File: src/rtl/ula_sequential.sv
// ula_sequential: registered WIDTH-bit ALU with a valid/ready handshake.
// Single-cycle ops (ADD/SUB/AND/OR/XOR/illegal) are computed on the accept
// edge; MUL runs a shift-add loop, one multiplier bit per cycle, LSB first.
module ula_sequential #(
    parameter int WIDTH = 8
) (
    input  logic             CLK,
    input  logic             RST,
    input  logic             IN_VALID,
    output logic             IN_READY,
    input  logic [2:0]       OP,
    input  logic [WIDTH-1:0] A,
    input  logic [WIDTH-1:0] B,
    input  logic             CIN,
    output logic             OUT_VALID,
    input  logic             OUT_READY,
    output logic [WIDTH-1:0] RESULT,
    output logic [WIDTH-1:0] RESULT_HI,
    output logic             CARRY,
    output logic             ZERO,
    output logic             NEG,
    output logic             OVF,
    output logic             ERR
);

    typedef enum logic [1:0] {IDLE, BUSY, DONE} state_t;

    localparam logic [2:0]       OP_ADD   = 3'b000;
    localparam logic [2:0]       OP_SUB   = 3'b001;
    localparam logic [2:0]       OP_AND   = 3'b010;
    localparam logic [2:0]       OP_OR    = 3'b011;
    localparam logic [2:0]       OP_XOR   = 3'b100;
    localparam logic [2:0]       OP_MUL   = 3'b101;
    localparam logic [WIDTH-1:0] CNT_LAST = WIDTH'(WIDTH - 1);

    state_t state, state_next;

    logic             accept;
    logic             step_last;
    logic [WIDTH-1:0] a_reg;
    logic [WIDTH-1:0] hi;
    logic [WIDTH-1:0] lo;
    logic [WIDTH-1:0] cnt;
    logic [WIDTH:0]   mul_sum;
    logic [WIDTH-1:0] hi_next;
    logic [WIDTH-1:0] lo_next;

    logic [WIDTH:0]   add_full;
    logic [WIDTH:0]   sub_full;
    logic [WIDTH-1:0] op_res;
    logic             op_carry;
    logic             op_ovf;
    logic             op_err;
    logic             op_zero;

    // Signed overflow: operands agree in sign but the sum does not.
    function automatic logic add_ovf(input logic am, input logic bm, input logic rm);
        return (am == bm) && (rm != am);
    endfunction

    // Signed overflow for A-B: operands differ in sign and result flips from A.
    function automatic logic sub_ovf(input logic am, input logic bm, input logic rm);
        return (am != bm) && (rm != am);
    endfunction

    assign IN_READY  = (state == IDLE);
    assign OUT_VALID = (state == DONE);
    assign accept    = IN_VALID && (state == IDLE);
    assign step_last = (state == BUSY) && (cnt == CNT_LAST);

    // One shift-add step: add multiplicand to the high half when the current
    // multiplier bit is set, then shift the whole {hi,lo} pair right by one.
    assign mul_sum = {1'b0, hi} + {1'b0, (lo[0] ? a_reg : {WIDTH{1'b0}})};
    assign hi_next = mul_sum[WIDTH:1];
    assign lo_next = {mul_sum[0], lo[WIDTH-1:1]};

    assign add_full = {1'b0, A} + {1'b0, B} + {{WIDTH{1'b0}}, CIN};
    assign sub_full = {1'b0, A} - {1'b0, B} - {{WIDTH{1'b0}}, CIN};

    // State register.
    always_ff @(posedge CLK or posedge RST) begin
        if (RST) state <= IDLE;
        else     state <= state_next;
    end

    // Next-state decode.
    always_comb begin
        state_next = state;
        case (state)
            IDLE: if (accept) state_next = (OP == OP_MUL) ? BUSY : DONE;
            BUSY: if (step_last) state_next = DONE;
            DONE: if (OUT_READY) state_next = IDLE;
            default: state_next = IDLE;
        endcase
    end

    // Single-cycle result and flags from the live operands (used on accept).
    always_comb begin
        op_res   = '0;
        op_carry = 1'b0;
        op_ovf   = 1'b0;
        op_err   = 1'b0;
        case (OP)
            OP_ADD: begin
                op_res   = add_full[WIDTH-1:0];
                op_carry = add_full[WIDTH];
                op_ovf   = add_ovf(A[WIDTH-1], B[WIDTH-1], add_full[WIDTH-1]);
            end
            OP_SUB: begin
                op_res   = sub_full[WIDTH-1:0];
                op_carry = sub_full[WIDTH];
                op_ovf   = sub_ovf(A[WIDTH-1], B[WIDTH-1], sub_full[WIDTH-1]);
            end
            OP_AND: op_res = A & B;
            OP_OR:  op_res = A | B;
            OP_XOR: op_res = A ^ B;
            OP_MUL: op_res = '0;
            default: op_err = 1'b1;
        endcase
        op_zero = op_err || (op_res == '0);
    end

    // Operand latch, multiply loop and registered outputs.
    always_ff @(posedge CLK or posedge RST) begin
        if (RST) begin
            a_reg     <= '0;
            hi        <= '0;
            lo        <= '0;
            cnt       <= '0;
            RESULT    <= '0;
            RESULT_HI <= '0;
            CARRY     <= 1'b0;
            ZERO      <= 1'b0;
            NEG       <= 1'b0;
            OVF       <= 1'b0;
            ERR       <= 1'b0;
        end else if (accept) begin
            a_reg <= A;
            hi    <= '0;
            lo    <= B;
            cnt   <= '0;
            if (OP != OP_MUL) begin
                RESULT    <= op_res;
                RESULT_HI <= '0;
                CARRY     <= op_carry;
                ZERO      <= op_zero;
                NEG       <= op_res[WIDTH-1];
                OVF       <= op_ovf;
                ERR       <= op_err;
            end
        end else if (state == BUSY) begin
            hi  <= hi_next;
            lo  <= lo_next;
            cnt <= cnt + 1'b1;
            if (step_last) begin
                RESULT    <= lo_next;
                RESULT_HI <= hi_next;
                CARRY     <= (hi_next != '0);
                ZERO      <= ({hi_next, lo_next} == '0);
                NEG       <= lo_next[WIDTH-1];
                OVF       <= 1'b0;
                ERR       <= 1'b0;
            end
        end
    end

endmodule

File: config.mk
export PLATFORM = sky130hd
export DESIGN_NAME = ula_sequential
export DESIGN_NICKNAME = d
export VERILOG_FILES = /design/src/rtl/ula_sequential.sv
export SDC_FILE = /design/constraint.sdc
export NUM_CORES = 1
export LEC_CHECK = 0
export BUFFER_PORTS_ARGS = -buffer_cell sky130_fd_sc_hd__buf_2
export CAP_MARGIN = 0
export CORE_MARGIN = 1
export CORE_UTILIZATION = 64
export CTS_CLUSTER_DIAMETER = 100
export DETAILED_ROUTE_END_ITERATION = 6
export PLACE_DENSITY = 0.86
export SLEW_MARGIN = 0
export SYNTH_ARGS = -nofsm -noshare
export SYNTH_HDL_FRONTEND = slang
export SYNTH_SLANG_ARGS = --single-unit
File: constraint.sdc
create_clock -name CLK -period 3.6 [get_ports CLK]
set_clock_uncertainty 0.1 [all_clocks]
set_input_delay 0 -clock CLK [delete_from_list [all_inputs] [get_ports CLK]]
set_output_delay 0 -clock CLK [all_outputs]
set_load 0.005 [all_outputs]
==> flow_summary.toml <==
[synthesis]
synth_cells = 456
avgSynthCellArea_um2 = 8.74
synth.net_count = 524
synthArstFlopShare = 1.00
synth_area_leaders = "dfrtp_1 (34%), ha_1 (12%), o21ai_0 (7.7%), nand2_1 (3.7%), inv_1 (3.2%)"
ys.flop_type = "dfrtp_1"
synth.distinct_cells = 58
synth_top_area_frac = 0.339
yosysSeqAreaShare = 0.339
yosys.cell_count.top_type = "o21ai_0"
synth_area_mm2 = 0.00399
yosys.area.top_type = "dfrtp_1"
synth_seq_cells = 54
ys_warn_count = 0
synth-edff-count = 0
netlist_top_cells_count = "o21ai_0 (61), dfrtp_1 (54), ha_1 (39), nand2_1 (39), inv_1 (34)"

[timing]
tightest_slew_ns = 1.12
rsz0062_at_grt = "false"
hold_viol_final = 0
finalSetupTns_ns = 0
relSlewSlack = 0.255
final.period_utilization = 0.810
period_minus_slack_ns = 2.92
drv_slew = 0
setup_violations = 0
timing.hold.ws_ns = 0.0114
clock.fmax_mhz = 343

[power_and_ir_drop]
ir_worst_vdd_mv = 0.355
leakagePower_nw = 2.14
powerDensity_mw_per_mm2 = 469
combPwrFrac = 0.403
swShare = 0.390
power.switching_mw = 0.813
pwr-share-seq = 0.429
p_int_mw = 1.27
clkPwrFrac = 0.168

[route]
vias_per_cell = 6.32
num_vias = 3658
ant_nets = 0
wl_per_cell_um = 17.5
dr.first_iter.drc_count = 224
drc = 0
first_pass_iters = 7
finalWirelength_um = 10100

[setup_path]
reg2reg_slack_ns = 0.79
worstPathRequired_ns = 3.75
arrival_ns = 3.07
path_max_fanout = 4
start_kind = "input port"
crit_type = "input port to register"
worst_setup_path_end_kind = "register"

[floorplan]
die_h_um = 80.9
die_area_mm2 = 0.00655
die_w_um = 80.9
ios = 47
core_mm2 = 0.00596
initial_core_util = 0.669
row_count = 28

[layout]
diodes = 0
fin_util = 0.747
drive_above_1_share = 0.135
final_net_count = 571
synthToLayoutAreaGrowth_pct = 11.6

[clocking]
postCtsSetupRepairBufs = 0
clk_latency_ns = 0.32
cts_tree = "done"
clk_pin_slew_ns = 0.09
cts_sinks = 54
cts-root-buf = "clkbuf_8"
htreeDepth = 2
cts_buffer_depth = 2
numCtsBuffers = 5

[global_route]
grt-ovfl-total = 0
grt_max_degree = 55
grt_pass1_vias = 3525
grt_usage = 0.333
grt_antenna_before_repair = 0
grt_first_pass_wirelength_um = 16500

[place]
place_hpwl_um = 7560
port_buffers = 46
routabilityCongestion = 0.959

[run]
max_cap_viol_count = 0

[hold_path]
worst_hold_path_type = "input port to register"

[outcome]
outcome = "finished, final reports clean"
placed cells by master (no fill, tap or decap), types with 4 or more instances in the layout:
cell / Yosys / final
a211oi_1: 8 / 8
buf_2: 4 / 46
nand2_1: 39 / 39
nor3_1: 11 / 11
a31oi_1: 4 / 4
o21ai_0: 61 / 61
a21o_1: 5 / 5
xor2_1: 6 / 6
nor2b_1: 6 / 6
ha_1: 39 / 39
and2_1: 10 / 10
nor2_1: 30 / 30
nand2b_1: 8 / 8
a21oi_1: 11 / 11
dlygate4sd3_1: 0 / 11
nand4_1: 6 / 6
fa_1: 5 / 5
inv_1: 34 / 33
xnor2_1: 11 / 11
nand3_1: 25 / 25
clkbuf_8: 0 / 6
dfrtp_1: 54 / 54
a221o_1: 11 / 11
and3_1: 4 / 4
through the flow:
step                      total power, mW  area [um2]  instances  worst slack [ns]
after CTS                            2.07        4450        579             0.704
after detailed placement             1.71        4250        560             0.844
after global placement               1.68        4250        560             0.961
after floorplan                      1.44        3990        456              1.19
final                                2.09        4450        579             0.684
after global routing                 2.22        4450        579             0.427
what timing repair did:
item | CTS | global route
hold endpoints to repair | 64 | 0
hold buffers | 11 | 0
resized for setup | 0 | 0
path summary, 6_finish.rpt:
| kind | startpoint | endpoint | depth (start not counted) |
|---|---|---|---|
| hold reg to reg | a_reg[0] | a_reg[0] | 2 |
| setup reg to reg | lo[0] | ZERO | 10 |
| hold / removal | B[5] | lo[5] | 4 |
| max in group asynchronous | RST | lo[0] | 3 |
| min in group asynchronous | RST | state[1] | 3 |
| setup / recovery | A[0] | ZERO | 11 |
power groups by stage:
stage	clock, mW	combinational, mW	sequential [mW]
finish	0.351	0.841	0.894
global route	0.375	0.931	0.910
CTS	0.350	0.830	0.887
detailed placement	0	0.814	0.898
global placement	0	0.783	0.894
floorplan	0	0.582	0.857
logic make-up (layout without fill, tap and decap cells):
kind of cell	after synthesis	count (layout)	synth area share
AND/OR/NAND/NOR	159	159	0.205
flip-flops	54	54	0.339
XOR/XNOR	17	17	0.0374
buffers and inverters	54	102	0.0530
AO/OA/AOI/OAI	123	123	0.199
multiplexers	5	5	0.0191
adder cells (fa/ha/maj)	44	44	0.148
layout make-up:
| type | instances | area (um2) |
|---|---|---|
| Timing Repair Buffer | 60 | 363 |
| Inverter | 34 | 128 |
| Fill cell | 440 | 1510 |
| Sequential cell | 54 | 1350 |
| Clock buffer | 7 | 86.3 |
| Clock inverter | 1 | 5.00 |
| Tap cell | 75 | 93.8 |
| Multi-Input combinational cell | 348 | 2420 |
per-layer routing:
metal	track usage	vias to the layer above	part of all wire
met3	0.0506	27	0.054
met4	0.121	0	0.022
met1	0.404	1761	0.42
li1	-	1716	-
met5	0	-	0
met2	0.594	154	0.51
critical path: stages:
cell and delay (ns):
dlygate4sd3_1 0.52, buf_2 0.16, fa_1 0.47, fa_1 0.42, o21ai_0 0.24, nand2b_1 0.10
xor2_1 0.14, a211oi_1 0.31, nand4_1 0.16, a2111oi_1 0.39, o2bb2ai_1 0.15
No activity file was read; power rests on OpenSTA's default activity.
